## config.mk

```make
export PLATFORM = sky130hd
export DESIGN_NAME = gate_unit_pipe
export DESIGN_NICKNAME = d
export VERILOG_FILES = /design/src/rtl/gate_pkg.sv /design/src/rtl/gate_bitwise.sv /design/src/rtl/gate_unit_pipe.sv
export SDC_FILE = /design/constraint.sdc
export NUM_CORES = 1
export LEC_CHECK = 0
export BUFFER_PORTS_ARGS = -buffer_cell sky130_fd_sc_hd__buf_4
export CAP_MARGIN = 40
export CORE_UTILIZATION = 40
export CTS_BUF_LIST = sky130_fd_sc_hd__clkbuf_8
export CTS_CLUSTER_DIAMETER = 150
export DETAILED_ROUTE_END_ITERATION = 8
export GPL_TIMING_DRIVEN = 0
export PLACE_DENSITY = 0.72
export SKIP_LAST_GASP = 1
export SYNTH_ARGS = -nofsm -noshare
export SYNTH_HDL_FRONTEND = slang
export SYNTH_SLANG_ARGS = --single-unit
```

## constraint.sdc

```tcl
create_clock -name clk -period 1.67 [get_ports clk]
set_input_delay 0.0835 -clock clk [delete_from_list [all_inputs] [get_ports clk]]
set_output_delay 0.0835 -clock clk [all_outputs]
set_load 0.1 [all_outputs]
```

## src/rtl/gate_pkg.sv

```systemverilog
// Shared constants for the gate unit: op encodings and output queue depth.
package gate_pkg;

  localparam logic [2:0] OP_AND  = 3'd0;
  localparam logic [2:0] OP_OR   = 3'd1;
  localparam logic [2:0] OP_NAND = 3'd2;
  localparam logic [2:0] OP_NOR  = 3'd3;
  localparam logic [2:0] OP_XOR  = 3'd4;
  localparam logic [2:0] OP_XNOR = 3'd5;
  localparam logic [2:0] OP_NOT  = 3'd6;
  localparam logic [2:0] OP_BUF  = 3'd7;

  localparam int QDEPTH = 2;

endpackage

```

## src/rtl/gate_bitwise.sv

```systemverilog
// Purely combinational eight-way bitwise gate; also serves as a golden model
// for the gate benches. Operand b is ignored for NOT and BUF.
module gate_bitwise
  import gate_pkg::*;
#(
  parameter int WIDTH = 8
) (
  input  logic [WIDTH-1:0] a,
  input  logic [WIDTH-1:0] b,
  input  logic [2:0]       op,
  output logic [WIDTH-1:0] f
);

  // Op decode.
  always_comb begin
    f = '0;
    case (op)
      OP_AND:  f = a & b;
      OP_OR:   f = a | b;
      OP_NAND: f = ~(a & b);
      OP_NOR:  f = ~(a | b);
      OP_XOR:  f = a ^ b;
      OP_XNOR: f = ~(a ^ b);
      OP_NOT:  f = ~a;
      OP_BUF:  f = a;
      default: f = '0;
    endcase
  end

endmodule

```

## src/rtl/gate_unit_pipe.sv

```systemverilog
// Registered bitwise gate unit. Results (not operands) are written into a
// 2-entry queue with valid/ready on both sides; res_cnt counts consumed results.
module gate_unit_pipe
  import gate_pkg::*;
#(
  parameter int WIDTH = 8,
  parameter int CNT_W = 8
) (
  input  logic             clk,
  input  logic             rst_n,
  input  logic             in_valid,
  output logic             in_ready,
  input  logic [WIDTH-1:0] a,
  input  logic [WIDTH-1:0] b,
  input  logic [2:0]       op,
  output logic             out_valid,
  input  logic             out_ready,
  output logic [WIDTH-1:0] y,
  output logic             y_any,
  output logic             y_all,
  output logic [CNT_W-1:0] res_cnt
);

  localparam logic [1:0] FULL = 2'(QDEPTH);

  logic [WIDTH-1:0] f;
  logic [WIDTH-1:0] data0;
  logic [WIDTH-1:0] data1;
  logic             head;
  logic [1:0]       count;
  logic             push;
  logic             pop;
  logic             tail;

  gate_bitwise #(.WIDTH(WIDTH)) u_bitwise (
    .a  (a),
    .b  (b),
    .op (op),
    .f  (f)
  );

  // in_ready looks only at registered occupancy, never at out_ready.
  assign in_ready  = (count < FULL);
  assign out_valid = (count != 2'd0);
  assign push      = in_valid & in_ready;
  assign pop       = out_valid & out_ready;

  // Write slot: head when empty, the other slot when one entry is held.
  assign tail = head ^ count[0];

  // Result storage; only a push writes, so op/a/b are don't-care otherwise.
  always_ff @(posedge clk or negedge rst_n) begin
    if (!rst_n) begin
      data0 <= '0;
      data1 <= '0;
    end else if (push) begin
      if (tail) data1 <= f;
      else      data0 <= f;
    end
  end

  // Head pointer and occupancy tracking.
  always_ff @(posedge clk or negedge rst_n) begin
    if (!rst_n) begin
      head  <= 1'b0;
      count <= 2'd0;
    end else begin
      if (pop) head <= ~head;
      case ({push, pop})
        2'b10:   count <= count + 2'd1;
        2'b01:   count <= count - 2'd1;
        default: count <= count;
      endcase
    end
  end

  // Consumed-result counter, wraps silently.
  always_ff @(posedge clk or negedge rst_n) begin
    if (!rst_n) res_cnt <= '0;
    else if (pop) res_cnt <= res_cnt + CNT_W'(1);
  end

  // Empty queue forces y to zero so stale entries never show.
  assign y     = out_valid ? (head ? data1 : data0) : '0;
  assign y_any = |y;
  assign y_all = out_valid & (&y);

endmodule

```

==> flow_metrics.tcl <==
set metrics [dict create \
    endpoint_kind "primary output" \
    yosysWarnings 0 \
    synth_xor_area_share_pct 5.90 \
    timing.final.crit_share_pct 117 \
    die_area_um2 5870 \
    slowest_delay_ns 0.43 \
    synth_edf_count 0 \
    h-tree-depth 1 \
    cts_tree "yes" \
    io_buffers 40 \
    vias 2005 \
    violations "negative setup slack" \
    die_w_um 76.6 \
    fin_ws_ns -0.284 \
    synth_top_family_by_area "simple AND/OR/NAND/NOR gates" \
    synth_area_leaders "dfrtp_1 (30%), ha_1 (10%), mux2i_1 (5.4%)" \
    drive_gt1_share_pct 35.1 \
    hold_class "in -> reg" \
    routed_wl_um 5590 \
    grt_overflow 0 \
    clk_path_buf_depth 2 \
    track_usage_pct 18.9 \
    cpLargestDelayFamily "simple AND/OR/NAND/NOR gates" \
    vias_per_cell 5.39 \
    syn_area_per_cell_um2 9.02 \
    initialDrtViolationCount 101 \
    syn_nets 288 \
    critPathLaunchType "flip-flop" \
    antenna_found_initial 0 \
    cts_inserted_buffers 3 \
    crit_required_ns 1.59 \
    root_buffer "clkbuf_8" \
    status "complete, but fails checks" \
    syn2layout_area_growth_pct 34.3 \
    ioPinCount 43 \
    numClockSinks 27 \
    fillers 482 \
    synth_seq_cells 27 \
    ys_seq_area_share_pct 30.3 \
    async_reset_ff_share_pct 100 \
    start_util_pct 42.5 \
    dp_hpwl_um 4040 \
    clock_latency_ns 0.27 \
    dp_slack_ns -0.182 \
    synth_area_um2 2230 \
    tightest_slew_ns 0.483 \
    fin_skew_ns 0.00120 \
    ant_nets 0 \
    yosys.area.top_type "dfrtp_1" \
    critical_path_arrival_ns 1.87 \
    syn_inst 247 \
    min_period_ns 1.95 \
    relSlewSlack_pct 67.5 \
    final_nets 344 \
    grt_pass1_vias 1896 \
    ys.flop_type "dfrtp_1" \
    synthMuxAreaShare_pct 12.5 \
    crit_slowest_cell "dfrtp_2" \
    synthSimpleGateAreaFrac_pct 17.9 \
    grt_start_max_net_pins 28 \
    die_h_um 76.6 \
    path_class "reg -> out" \
    fin_util_pct 57.1 \
    antenna_cells 0 \
    slew_viol_final 0 \
    grt_pass1_wl_um 8990 \
    drc 0 \
    fmax_mhz 512 \
    ys_types 40 \
    cts.clk_slew.worst_paths_ns 0.09 \
    rows 26 \
    synthAdderAreaFrac_pct 10.1 \
    synth_compound_area_share_pct 15.9 \
    hold_viol 0 \
    wl_per_cell_um 15.0 \
    core_area_um2 5240 \
    yosys-top-cells-count "dfrtp_1 (27), nand2_1 (27), inv_1 (24)" \
    cap_violations 0 \
    setup_viol 2 \
    rsz0062_at_grt "yes" \
    crit_buf_inv 2 \
    path_cells "buf_8 -> mux2i_4 -> nor2_4 -> nor4_1 -> nand4_1 -> buf_6" \
    cp_max_fo 5 \
    hold_ws_ns 0.142 \
    place_congestion 0.907 \
    dr.pass1.iters 4 \
    synth_top_area_share_pct 30.3 \
]
-- per-layer routing --
layer  share of wire [%]  track usage [%]  vias up  wire length (um)
li1                    -                -      993                 -
met3                 3.9             1.80        3               220
met2                  50             31.5       76              2780
met4                0.64             5.58        0                36
met5                   0                0        -                 0
met1                  46             25.8      933              2550
-- what timing repair did --
| action | CTS | global route |
|---|---|---|
| setup endpoints to repair | 7 | 19 |
| hold buffers | 1 | 0 |
| hold endpoints to repair | 27 | 0 |
| gates cloned | 0 | 3 |
| pin swaps | 2 | 2 |
| buffers inserted | 6 | 1 |
| resized for setup | 13 | 17 |
-- worst reg2reg max path, cell delays in order (launching register included) --
cell,delay [ns]
dfrtp_2,0.46
clkbuf_16,0.17
buf_4,0.14
xnor2_2,0.18
nor2_4,0.24
mux2_4,0.32
-- placed cells by master, fill, tap and decap left out, types with 3 or more instances in the layout --
cell type / count
nor2b_1: 3
nor2_4: 9
inv_1: 23
buf_12: 3
dfrtp_2: 7
nand3_1: 8
a22oi_1: 3
buf_2: 7
o21ai_0: 4
nor2_1: 9
o211ai_1: 14
nand2b_1: 5
xor2_1: 5
xnor2_1: 8
buf_6: 5
nand2_1: 23
buf_4: 42
o221ai_1: 8
mux2_4: 8
o21ai_1: 4
nand3b_1: 5
clkbuf_8: 3
dfrtp_1: 20
mux2i_1: 9
ha_1: 18
-- stage by stage --
stage                     setup TNS (ns)  instances  area [um2]
final                             -0.512        372        2990
after global routing              -0.831        372        2990
after CTS                         -0.520        368        2880
after detailed placement          -0.330        357        2710
after global placement            -0.224        357        2710
after floorplan                    -2.88        247        2320
-- logic make-up after synthesis --
group,count (synthesis)
adders and majority gates,18
DFF,27
xor gates and xnor gates,15
AOI/OAI and AO/OA,49
muxes,22
and+or+nand+nor,80
buffers and inverters,36
-- path summary, 6_finish.rpt --
| check | from | end | slack [ns] | cells past startpoint |
|---|---|---|---|---|
| hold / removal | out_ready | head | 0.14 | 3 |
| min in group asynchronous | rst_n | count[0] | 0.25 | 2 |
| setup reg to reg | head | data1[0] | 0.05 | 5 |
| max in group asynchronous | rst_n | res_cnt[1] | 1.16 | 2 |
| hold reg to reg | res_cnt[7] | res_cnt[7] | 0.48 | 1 |
| setup / recovery | head | y_any | -0.28 | 6 |
-- layout make-up --
| class | instances | area, um2 | area share (%) |
|---|---|---|---|
| plain buffers | 12 | 87.6 | 2.93 |
| inverters | 24 | 93.8 | 3.14 |
| clock buffers | 3 | 41.3 | 1.38 |
| clock inverters | 1 | 3.75 | 0.125 |
| well taps | 70 | 87.6 | 2.93 |
| flip-flops and latches | 27 | 684 | 22.9 |
| multi-input cells | 186 | 1560 | 52.2 |
| repair buffers | 49 | 433 | 14.5 |
-- flip-flops by register name (all words and copies together) (netlist names) --
name and cells:
res_cnt 8, head 1, data0 8, data1 8, count 2
Power is left out: the tool's default activity adds up to more than one toggle a clock period on the data nets, which glitch-free logic cannot reach.
